### src/rtl/handshake_pkg.sv
// handshake_pkg
// Shared types and constants for the source side of the 4-phase req/ack
// clock-domain-crossing handshake.
//   tx_state_t : transmitter state (IDLE, REQ_HIGH, REQ_LOW)
//   COUNT_W    : width of the completed-transfer counter
package handshake_pkg;

  typedef enum logic [1:0] {
    IDLE     = 2'd0,
    REQ_HIGH = 2'd1,
    REQ_LOW  = 2'd2
  } tx_state_t;

  localparam int COUNT_W = 16;

endpackage

### src/rtl/flipflop_synchronizer.sv
// flipflop_synchronizer
// Plain multi-flop synchronizer for bringing an asynchronous level into the
// clock domain. The chain is deliberately not reset: it keeps sampling while
// the rest of the logic is held in reset, so the synchronized level is already
// correct when reset is released (provided reset lasts at least NUM_OF_STAGES
// clock cycles).
// Parameters:
//   WIDTH         : number of independent single-bit levels
//   NUM_OF_STAGES : flops in the chain (2 or more)
// Ports:
//   clock : destination-domain clock, rising edge
//   d     : asynchronous input level(s)
//   q     : synchronized level(s)
module flipflop_synchronizer #(
  parameter int WIDTH         = 1,
  parameter int NUM_OF_STAGES = 2
) (
  input  logic             clock,
  input  logic [WIDTH-1:0] d,
  output logic [WIDTH-1:0] q
);

  logic [WIDTH-1:0] stages [NUM_OF_STAGES];

  // Shift the incoming level down the chain one flop per clock.
  always_ff @(posedge clock) begin
    stages[0] <= d;
    for (int i = 1; i < NUM_OF_STAGES; i++) begin
      stages[i] <= stages[i-1];
    end
  end

  assign q = stages[NUM_OF_STAGES-1];

endmodule

### src/rtl/handshake_tx.sv
// handshake_tx
// Transmitter end of the 4-phase req/ack handshake. A word accepted over
// valid/ready is held on tx_data while req is raised; the receiver's ack is
// synchronized, req is dropped when it arrives, and the block waits for ack
// to return low before accepting the next word.
// Parameters:
//   WIDTH       : data word width
//   SYNC_STAGES : synchronizer flops on ack (2 or more)
// Ports:
//   clock, reset : local clock (rising edge), async active-high reset
//   in_valid     : producer has a word
//   in_data      : word to send
//   in_ready     : block can accept a word this cycle
//   tx_data      : registered word toward the receiver, stable while req=1
//   req          : registered request toward the receiver
//   ack          : asynchronous acknowledge from the receiver
//   busy         : transfer in progress
//   xfer_count   : completed transfers, wraps modulo 2^16
module handshake_tx
  import handshake_pkg::*;
#(
  parameter int WIDTH       = 8,
  parameter int SYNC_STAGES = 2
) (
  input  logic               clock,
  input  logic               reset,
  input  logic               in_valid,
  input  logic [WIDTH-1:0]   in_data,
  output logic               in_ready,
  output logic [WIDTH-1:0]   tx_data,
  output logic               req,
  input  logic               ack,
  output logic               busy,
  output logic [COUNT_W-1:0] xfer_count
);

  tx_state_t state;
  logic      ack_sync;
  logic      ack_s;

  flipflop_synchronizer #(
    .WIDTH        (1),
    .NUM_OF_STAGES(SYNC_STAGES)
  ) u_ack_sync (
    .clock(clock),
    .d    (ack),
    .q    (ack_sync)
  );

  // The synchronizer chain keeps running through reset, so a stale ack is
  // visible the moment reset lifts; it is only masked while reset is held.
  assign ack_s = ack_sync & ~reset;

  // Ready only in IDLE once the receiver has returned ack to zero; a stale
  // ack left over from an interrupted transfer blocks new words.
  assign in_ready = (state == IDLE) && !ack_s && !reset;
  assign busy     = (state != IDLE);

  // Handshake sequencer: raise req with the accepted word, drop it on ack,
  // and count the transfer once ack has returned low.
  always_ff @(posedge clock or posedge reset) begin
    if (reset) begin
      state      <= IDLE;
      req        <= 1'b0;
      tx_data    <= '0;
      xfer_count <= '0;
    end else begin
      case (state)
        IDLE: begin
          if (in_valid && in_ready) begin
            tx_data <= in_data;
            req     <= 1'b1;
            state   <= REQ_HIGH;
          end
        end
        REQ_HIGH: begin
          if (ack_s) begin
            req   <= 1'b0;
            state <= REQ_LOW;
          end
        end
        REQ_LOW: begin
          if (!ack_s) begin
            xfer_count <= xfer_count + COUNT_W'(1);
            state      <= IDLE;
          end
        end
        default: begin
          req   <= 1'b0;
          state <= IDLE;
        end
      endcase
    end
  end

endmodule

### config.mk
export PLATFORM = sky130hd
export DESIGN_NAME = handshake_tx
export DESIGN_NICKNAME = d
export VERILOG_FILES = /design/src/rtl/handshake_pkg.sv /design/src/rtl/flipflop_synchronizer.sv /design/src/rtl/handshake_tx.sv
export SDC_FILE = /design/constraint.sdc
export NUM_CORES = 1
export LEC_CHECK = 0
export CORE_MARGIN = 2
export CORE_UTILIZATION = 40
export CTS_BUF_LIST = sky130_fd_sc_hd__clkbuf_4 sky130_fd_sc_hd__clkbuf_8 sky130_fd_sc_hd__clkbuf_16
export DETAILED_ROUTE_END_ITERATION = 10
export PLACE_DENSITY = 0.7
export REMOVE_ABC_BUFFERS = 1
export SETUP_SLACK_MARGIN = 0.02
export SLEW_MARGIN = 10
export SYNTH_ARGS = -nofsm -noshare
export SYNTH_HDL_FRONTEND = slang
export SYNTH_HIERARCHICAL = 1
export SYNTH_SLANG_ARGS = --single-unit
### constraint.sdc
create_clock -name clock -period 1.8 [get_ports clock]
set_clock_uncertainty 0.15 [all_clocks]
set_input_delay 0.36 -clock clock [delete_from_list [all_inputs] [get_ports clock]]
set_output_delay 0.36 -clock clock [all_outputs]
set_load 0.1 [all_outputs]
==> summary.md, run 1 <==
| Metric | Value |
|---|---|
| Yosys reg bits | `29` |
| Largest net degree at the start of global routing | `28` |
| Power per standard cell area | `1314 nW/µm²` |
| Syn. warnings | `6` |
| Cts-stage hold buffer count | `0` |
| Slowest CP cell | `dfrtp_1` |
| Hpwl dp | `1953 µm` |
| Count of input and output buffers | `38` |
| Initial Utilization | `0.4194` |
| Die Span X | `60.35 µm` |
| Hold Path Class | `reg2reg` |
| Htree depth | `2` |
| Cell chain of the critical path | `or2_4 > nor3_4 > buf_12` |
| Worst flop-to-flop path startpoint | `state[1]` |
| Startpoint types | `flip-flop` |
| Number of antenna violations at the first check in global routing | `0` |
| Register area share after synthesis | `0.5635` |
| Routed length per instance | `12.89 µm` |
| Avg Cell Area, Syn | `between 10 and 15 µm²` |
| Clk Latency, worst-skew pair | `0.32 ns` |
| Via density | `~4.8` |
| Placed cell areas | `2023 µm²` |
| Setup CP Type | `reg2out` |
| Post-Route Utilization | `0.6876` |
| Area grow syn2layout | `63.94%` |
| DRT antenna net count | `0` |
| Critical Path Source | `state[1]` |
| Ports | `39` |
| WP depth | `3` |
| Synth Cell Area | `1270 µm²` |
| Leakage | `0.0009375 µW` |
| Die H | `60.35 µm` |
| Drt drc | `0` |
| Worst hold slack | `roughly 0.19 ns` |
| Setup ws final | `-0.08894 ns` |
| Vias | `about 930` |
| Power Total | `2737 µW` |
| Postcts setup bufs | `0` |
| Req. time, crit path | `1.29 ns` |
| Vias in the first global route | `~960` |
| # nets final | `165` |
| DRT Pass-1 Iters | `4` |
| Max IR drop VDD | `1.394 mV` |
| Grt ovf | `0` |
| First-pass GRT wire length | `between 4000 and 5000 µm` |
| Setup TNS | `-0.08894 ns` |
| CTS sink count | `29` |
| Critical hold path startpoint | `u_ack_sync/stages[0][0]` |
| Clk Tree Root Cell | `clkbuf_4` |
| EDFF count, synth | `0` |
| Min cycle time layout | `~1.9 ns` |
| Post-cts sizing count | `0` |
| Share of layout cells above drive strength 1 | `0.3553` |
| Total Wirelength | `2527 µm` |
| Fillcell total | `230` |
| FMAX | `529.4 MHz` |
| Final Setup Violations | `1` |
| Post-synthesis cell count | `101` |
| CTS tree | `yes` |
| Placeable Area | `approximately 3000 µm²` |
| Asr flop ratio synth | `0.9310` |
| CTS max path bufs | `2` |
| Actual slew at the worst max-slew pin | `0.3413 ns` |
| Routability cong. | `0.7712` |
| Final slew viol count | `0` |
| Max-cap violations | `0` |
| Synth unique cells | `29` |
| R2R Setup Slk | `0.14 ns` |
| Overall Global Routing Usage | `0.1694` |
| Ys flop type | `dfrtp_1` |
| # diodes | `0` |
| Worst Setup End Kind | `output pin` |
| FP Rows | `20` |
| TritonCTS buffer count | `5` |
| Rel. slew slack | `0.7725` |
| Worst-path clk slew | `about 0.080 ns` |
| Final Hold Viols | `0` |
| Critical path peak fanout | `2` |
| Die area | `between 3000 and 4000 µm²` |
| RSZ-0062 raised after global routing | `true` |
| R2R cell count | `4` |
| Fin area | `2082 µm²` |
| Critical path's top delay family | `simple AND/OR/NAND/NOR gates` |
| Violated checks | `setup timing` |
| Worst path bufs/invs | `1` |
| Yosys top cell by area | `dfrtp_1` |
| Share of the synthesized area in the top cell type | `0.5320` |
| Crit-path max cell delay | `0.38 ns` |
| Largest cells by area after synthesis | `dfrtp_1 (53%), xor2_1 (6.9%), mux2_1 (5.3%), xnor2_1 (4.1%), dfxtp_1 (3.2%)` |
| WHS Path Cells | `0` |
| Starting DRT DRC Count | `19` |
| Status | `finished with violations` |
| Final period util | `1.049` |
| Crit path DAT | `1.38 ns` |
-- cells by family after synthesis --
family / synth area share
simple gates: 0.2158
fa+ha+maj: 0.009851
compound gates: 0.007874
mux: 0.07980
buf+inv: 0.01280
flops: 0.5635
xor+xnor: 0.1103
-- cell usage in the layout (no fill, tap or decap) --
cell type and count:
or2_4 1, nor2_1 7, xnor2_1 6, a21oi_1 1, nand2_2 1, nor3_1 5
nor2b_4 1, mux2_1 6, clkdlybuf4s50_1 11, dfrtp_1 27, nand4_4 1, and4_1 1
buf_12 27, xor2_1 10, inv_1 3, o21ai_0 1, nand2_1 8, nor4_4 1
and2_2 1, clkbuf_4 6, ha_1 1, dfxtp_1 2, mux2_2 3, nor4b_1 1
nor4_2 2, clkbuf_8 1, nand4_1 3, nand3_1 3, nand2b_2 1, buf_4 7
and3_1 1, nor2b_1 1, nor3_4 1
-- per-stage QoR --
stage | worst slack (ns) | instances
after detailed placement | -0.2023 | 189
after global routing | -0.1498 | 196
after floorplan | -0.7245 | 100
after CTS | -0.1164 | 196
final | -0.08894 | 196
after global placement | -0.1663 | 189
-- final timing paths --
check | end
worst max register to register | tx_data[3]
worst min-delay path | u_ack_sync/stages[0][1]
min in group asynchronous | tx_data[2]
worst min register to register | u_ack_sync/stages[0][1]
max in group asynchronous | xfer_count[7]
worst max-delay path | in_ready
-- cell type report --
type / count / area [µm²] / area share
flip-flops and latches: 29 / 715.7 / 0.3437
repair buffers: 45 / 703.2 / 0.3377
multi-input cells: 68 / 538.0 / 0.2584
clock buffers: 7 / 58.81 / 0.02825
well taps: 44 / 55.05 / 0.02644
inverters: 3 / 11.26 / 0.005409
-- cells in the mapped netlist, drive strengths merged (2+ instances only) --
| cell type | number |
|---|---|
| dfrtp | 27 |
| nand2 | 9 |
| nor2b | 2 |
| nor4 | 3 |
| nor2 | 7 |
| dfxtp | 2 |
| xor2 | 10 |
| nand3 | 3 |
| inv | 3 |
| nor3 | 6 |
| mux2 | 9 |
| xnor2 | 6 |
| nand4 | 4 |
-- flip-flops by register name, indices dropped and copies added, names as in the netlist --
register and count:
req 1, tx_data 8, u_ack_sync/stages 2, state 2, xfer_count 16
-- where the power goes --
| group | internal [µW] | total, µW | switching [µW] |
|---|---|---|---|
| combinational | 514 | 1430 | 913 |
| sequential | 756 | 907 | 151 |
| clock | 199 | 402 | 203 |
-- layer usage --
| metal | share of wire | vias to the layer above | GRT usage | wire length [µm] |
|---|---|---|---|---|
| met2 | 0.50 | 33 | 0.2686 | 1264 |
| met5 | 0 | - | 0 | 0 |
| met4 | 0.018 | 0 | 0.08254 | 46 |
| met1 | 0.41 | 444 | 0.2080 | 1036 |
| met3 | 0.071 | 7 | 0.05757 | 180 |
| li1 | - | 447 | - | - |
-- what timing repair did --
item	in CTS	in global routing
gates cloned	0	0
endpoints found under the setup margin	1	1
endpoints found under the hold margin	0	0
Note: power is estimated with default switching activity, not from simulation.
==> run 2: changes to the inputs <==
SLEW_MARGIN = 20   (was 10)
clock period = 2.1 ns   (was 1.8 ns; I/O delays follow)
==> summary.md, run 2 (synthesis gave the netlist of run 1 again) <==
| Metric | Value |
|---|---|
| Largest net degree at the start of global routing | `28` |
| R2r endpoint | `tx_data[4]` |
| Total Wirelength | `2559 µm` |
| Most common cell after layout, fill and taps aside | `dfrtp_1` |
| Req. time, crit path | `1.53 ns` |
| Grt ovf | `0` |
| Setup TNS | `0 ns` |
| Ports | `39` |
| Rel. slew slack | `0.7716` |
| # diodes | `0` |
| Top flop regs | `xfer_count: 16 flops, tx_data: 8 flops` |
| Die Span X | `60.35 µm` |
| FMAX | `492.1 MHz` |
| Count of input and output buffers | `38` |
| Clk Latency, worst-skew pair | `around 0.32 ns` |
| Crit-path max cell delay | `0.44 ns` |
| CTS sink count | `29` |
| Starting DRT DRC Count | `8` |
| DRT Pass-1 Iters | `4` |
| CP endpoint | `in_ready` |
| Status | `completed` |
| Routed length per instance | `13.12 µm` |
| Number of antenna violations at the first check in global routing | `0` |
| Die area | `3642 µm²` |
| Max-cap violations | `0` |
| Htree depth | `2` |
| Final Setup Violations | `0` |
| Final Hold Viols | `0` |
| Overall Global Routing Usage | `0.1582` |
| Hold Path Class | `reg2reg` |
| Clk Tree Root Cell | `clkbuf_4` |
| First-pass GRT wire length | `between 4000 and 5000 µm` |
| Fin area | `between 1500 and 2000 µm²` |
| Setup CP Type | `reg2out` |
| Finished Layout Cells | `195` |
| Critical path peak fanout | `4` |
| Worst flop-to-flop path startpoint | `state[0]` |
| Vias in the first global route | `959` |
| Startpoint types | `flip-flop` |
| Drt drc | `0` |
| Worst Setup End Kind | `output pin` |
| Fillcell total | `244` |
| Final slew viol count | `0` |
| CTS tree | `yes` |
| Slowest CP cell | `dfrtp_2` |
| CTS max path bufs | `2` |
| Placeable Area | `3028 µm²` |
| Biggest register | `xfer_count` |
| RSZ-0062 raised after global routing | `false` |
| Critical Path Source | `state[0]` |
| Max IR drop VDD | `0.8454 mV` |
| Worst-path clk slew | `0.09 ns` |
| TritonCTS buffer count | `5` |
| R2R cell count | `5` |
| Via density | `4.682` |
| DRT antenna net count | `0` |
| Routability cong. | `0.7217` |
| Leakage | `0.0008879 µW` |
| Share of layout cells above drive strength 1 | `0.3576` |
| Initial Utilization | `0.4194` |
| Area grow syn2layout | `54.58%` |
| Hpwl dp | `1814 µm` |
| Worst hold slack | `0.1828 ns` |
| Commonest non-fill, non-tap cells in the layout | `dfrtp_1 (26), buf_12 (18), buf_4 (15), clkdlybuf4s50_1 (11), xor2_1 (10)` |
| FP Rows | `20` |
| Actual slew at the worst max-slew pin | `0.3425 ns` |
| Power per standard cell area | `1122 nW/µm²` |
| Crit path DAT | `1.46 ns` |
| Min cycle time layout | `between 2 and 2.5 ns` |
| # nets final | `164` |
| Max reg flops | `16` |
| Cell count after placement | `184` |
| Die H | `60.35 µm` |
| Placed cell areas | `1873 µm²` |
| Vias | `913` |
| Final period util | `0.9677` |
| R2R Setup Slk | `0.28 ns` |
| Cell chain of the critical path | `or2_4 > nor3_4 > buf_12` |
| Cts-stage hold buffer count | `0` |
run 2: routing by layer:
layer,wire [µm],part of all wire,GRT usage
met2,1294,0.51,0.2593
met5,0,0,0
met4,29,0.011,0.06349
met1,1064,0.42,0.1880
met3,171,0.067,0.05970
run 2: cell type report:
| cell class | instances | area (µm²) | area share |
|---|---|---|---|
| timing repair buffer | 44 | 583.1 | 0.2970 |
| multi-input combinational | 68 | 538.0 | 0.2741 |
| clock buffer | 7 | 58.81 | 0.02996 |
| inverter | 3 | 11.26 | 0.005736 |
| sequential | 29 | 716.9 | 0.3652 |
| tap | 44 | 55.05 | 0.02804 |
run 2: stage by stage:
step	worst slack [ns]	util	total power (µW)
global route	0.01610	0.6483	2290
floorplan	-0.4245	-	1511
detailed placement	0.007107	0.6186	1852
finish	0.06779	0.6483	2203
CTS	0.02154	0.6405	2215
global placement	0.06714	0.6186	1842
run 2: worst min-delay path by stage:
stage	startpoint	endpoint	slack, ns	depth (start not counted)
5_1_grt	u_ack_sync/stages[0][0]	u_ack_sync/stages[0][1]	0.21	0
4_1_cts	u_ack_sync/stages[0][0]	u_ack_sync/stages[0][1]	0.19	0
3_3_place_gp	u_ack_sync/stages[0][0]	u_ack_sync/stages[0][1]	0.16	0
2_1_floorplan	u_ack_sync/stages[0][0]	u_ack_sync/stages[0][1]	0.16	0
3_5_place_dp	u_ack_sync/stages[0][0]	u_ack_sync/stages[0][1]	0.17	0
6_report	u_ack_sync/stages[0][0]	u_ack_sync/stages[0][1]	0.18	0
run 2: what timing repair did:
action                                 4_1_cts  5_1_grt
resized for setup                            0        1
setup endpoints to repair                    1        1
buffers inserted                             1        3
pin swaps                                    0        1
endpoints found under the hold margin        0        0
run 2: worst max-delay path, delay by kind of cell, from the launching register on:
family | cells | cell delay (ns)
simple gates | 2 | 0.49
flops | 1 | 0.44
buf+inv | 1 | 0.21
run 2: power by group:
group / total (µW) / internal (µW) / switching, µW
registers: 751 / 648 / 103
clock network: 353 / 171 / 182
logic: 1100 / 320 / 779
==> run 3: changes to the inputs <==
CTS_BUF_LIST = default   (was sky130_fd_sc_hd__clkbuf_4 sky130_fd_sc_hd__clkbuf_8 sky130_fd_sc_hd__clkbuf_16)
==> summary.md, run 3 (synthesis gave the netlist of run 1 again) <==
| Metric | Value |
|---|---|
| Biggest register | `xfer_count` |
| DRT Pass-1 Iters | `4` |
| Actual slew at the worst max-slew pin | `about 0.34 ns` |
| Final slew viol count | `0` |
| Most common cell after layout, fill and taps aside | `dfrtp_1` |
| Die Span X | `60.35 µm` |
| Startpoint types | `flip-flop` |
| Share of layout cells above drive strength 1 | `0.3510` |
| Pre-CTS WS | `0.007107 ns` |
| Worst Setup End Kind | `output pin` |
| Overall Global Routing Usage | `0.1568` |
| Die H | `60.35 µm` |
| Commonest non-fill, non-tap cells in the layout | `dfrtp_1 (26), buf_12 (18), buf_4 (15), clkdlybuf4s50_1 (11), xor2_1 (10)` |
| Sw Ratio | `0.4862` |
| CTS tree | `yes` |
| Placed cell areas | `1873 µm²` |
| Final Setup Violations | `0` |
| Count of input and output buffers | `38` |
| Setup ws final | `~0.066 ns` |
| Setup CP Type | `reg2out` |
| Setup TNS | `0 ns` |
| Vias in the first global route | `921` |
| Drt drc | `0` |
| Hpwl dp | `1814 µm` |
| Max IR drop VDD | `0.8622 mV` |
| Routability cong. | `0.7217` |
| Hold Path Class | `reg2reg` |
| Via density | `4.692` |
| Final Hold Viols | `0` |
| # nets final | `between 150 and 200` |
| Die area | `3642 µm²` |
| Top flop regs | `xfer_count: 16 flops, tx_data: 8 flops` |
| Final period util | `0.9685` |
| Clock Power Share | `0.156` |
| Placeable Area | `about 3000 µm²` |
| CTS sink count | `29` |
| Clk Latency, worst-skew pair | `0.33 ns` |
| Total Wirelength | `~2500 µm` |
| FP Rows | `20` |
| Initial Utilization | `0.4194` |
| Min cycle time layout | `2.034 ns` |
| FMAX | `491.7 MHz` |
| Req. time, crit path | `roughly 1.5 ns` |
| Crit path DAT | `1.46 ns` |
| First-pass GRT wire length | `~4100 µm` |
| Max-cap violations | `0` |
| Largest net degree at the start of global routing | `28` |
| Ports | `39` |
| Worst-path clk slew | `0.09 ns` |
| Fin area | `1959 µm²` |
| Status | `completed` |
| RSZ-0062 raised after global routing | `true` |
| Logic pwr share | `0.502` |
| TritonCTS buffer count | `5` |
| Switching power | `approximately 1100 µW` |
| Worst hold slack | `0.1834 ns` |
| Grt ovf | `0` |
| Rel. slew slack | `0.7740` |
| Seq pwr share | `0.342` |
| CTS max path bufs | `2` |
| DRT antenna net count | `0` |
| Routed length per instance | `13.05 µm` |
| Max reg flops | `16` |
| P_int | `roughly 1100 µW` |
| Leakage | `just under 0.0009 µW` |
| Htree depth | `2` |
| # diodes | `0` |
| Power Total | `2192 µW` |
| Starting DRT DRC Count | `7` |
| Vias | `between 900 and 1k` |
| Clk Tree Root Cell | `clkbuf_4` |
| Critical path peak fanout | `4` |
| Area grow syn2layout | `54.29%` |
| Number of antenna violations at the first check in global routing | `0` |
| Power per standard cell area | `1119 nW/µm²` |
-- run 3: power groups by stage --
stage | sequential (µW) | clock (µW) | combinational (µW)
after floorplan | 1350 | 0 | 158
after global placement | 760 | 0 | 1080
after detailed placement | 765 | 0 | 1090
after CTS | 753 | 357 | 1090
after global routing | 763 | 378 | 1140
final | 750 | 342 | 1100
-- run 3: layout make-up --
| cell class | instances | area [µm²] |
|---|---|---|
| Fill cell | 242 | 1069 |
| Sequential cell | 29 | 716.9 |
| Timing Repair Buffer | 44 | 583.1 |
| Multi-Input combinational cell | 68 | 538.0 |
| Clock buffer | 7 | 55.05 |
| Tap cell | 44 | 55.05 |
| Inverter | 3 | 11.26 |
-- run 3: critical path: stages, from the launching register on --
cell,delay (ns)
dfrtp_2,0.44
or2_4,0.26
nor3_4,0.23
buf_12,0.21
-- run 3: final timing paths --
path	slack, ns	start	to	cells past startpoint
min reg2reg	0.18	u_ack_sync/stages[0][0]	u_ack_sync/stages[0][1]	0
max in group asynchronous	0.95	reset	state[0]	4
max	0.07	state[0]	in_ready	3
max reg2reg	0.28	state[0]	tx_data[4]	5
min in group asynchronous	0.57	reset	req	4
min	0.18	u_ack_sync/stages[0][0]	u_ack_sync/stages[0][1]	0
-- run 3: per-layer routing --
layer,GRT usage,up-vias,routed length [µm]
met5,0,-,0
met4,0.05714,0,29
met3,0.06397,3,171
met2,0.2547,30,1285
met1,0.1880,439,1058
li1,-,443,-
-- run 3: what timing repair did --
item | 4_1_cts | 5_1_grt
resized for setup | 0 | 1
buffers inserted | 1 | 3
pin swaps | 0 | 1
setup endpoints to repair | 1 | 1
hold buffers | 0 | 0
-- run 3: per-stage QoR --
| step | cells | utilization |
|---|---|---|
| global route | 195 | 0.6471 |
| CTS | 192 | 0.6393 |
| finish | 195 | 0.6471 |
| global placement | 184 | 0.6186 |
| floorplan | 100 | - |
| detailed placement | 184 | 0.6186 |
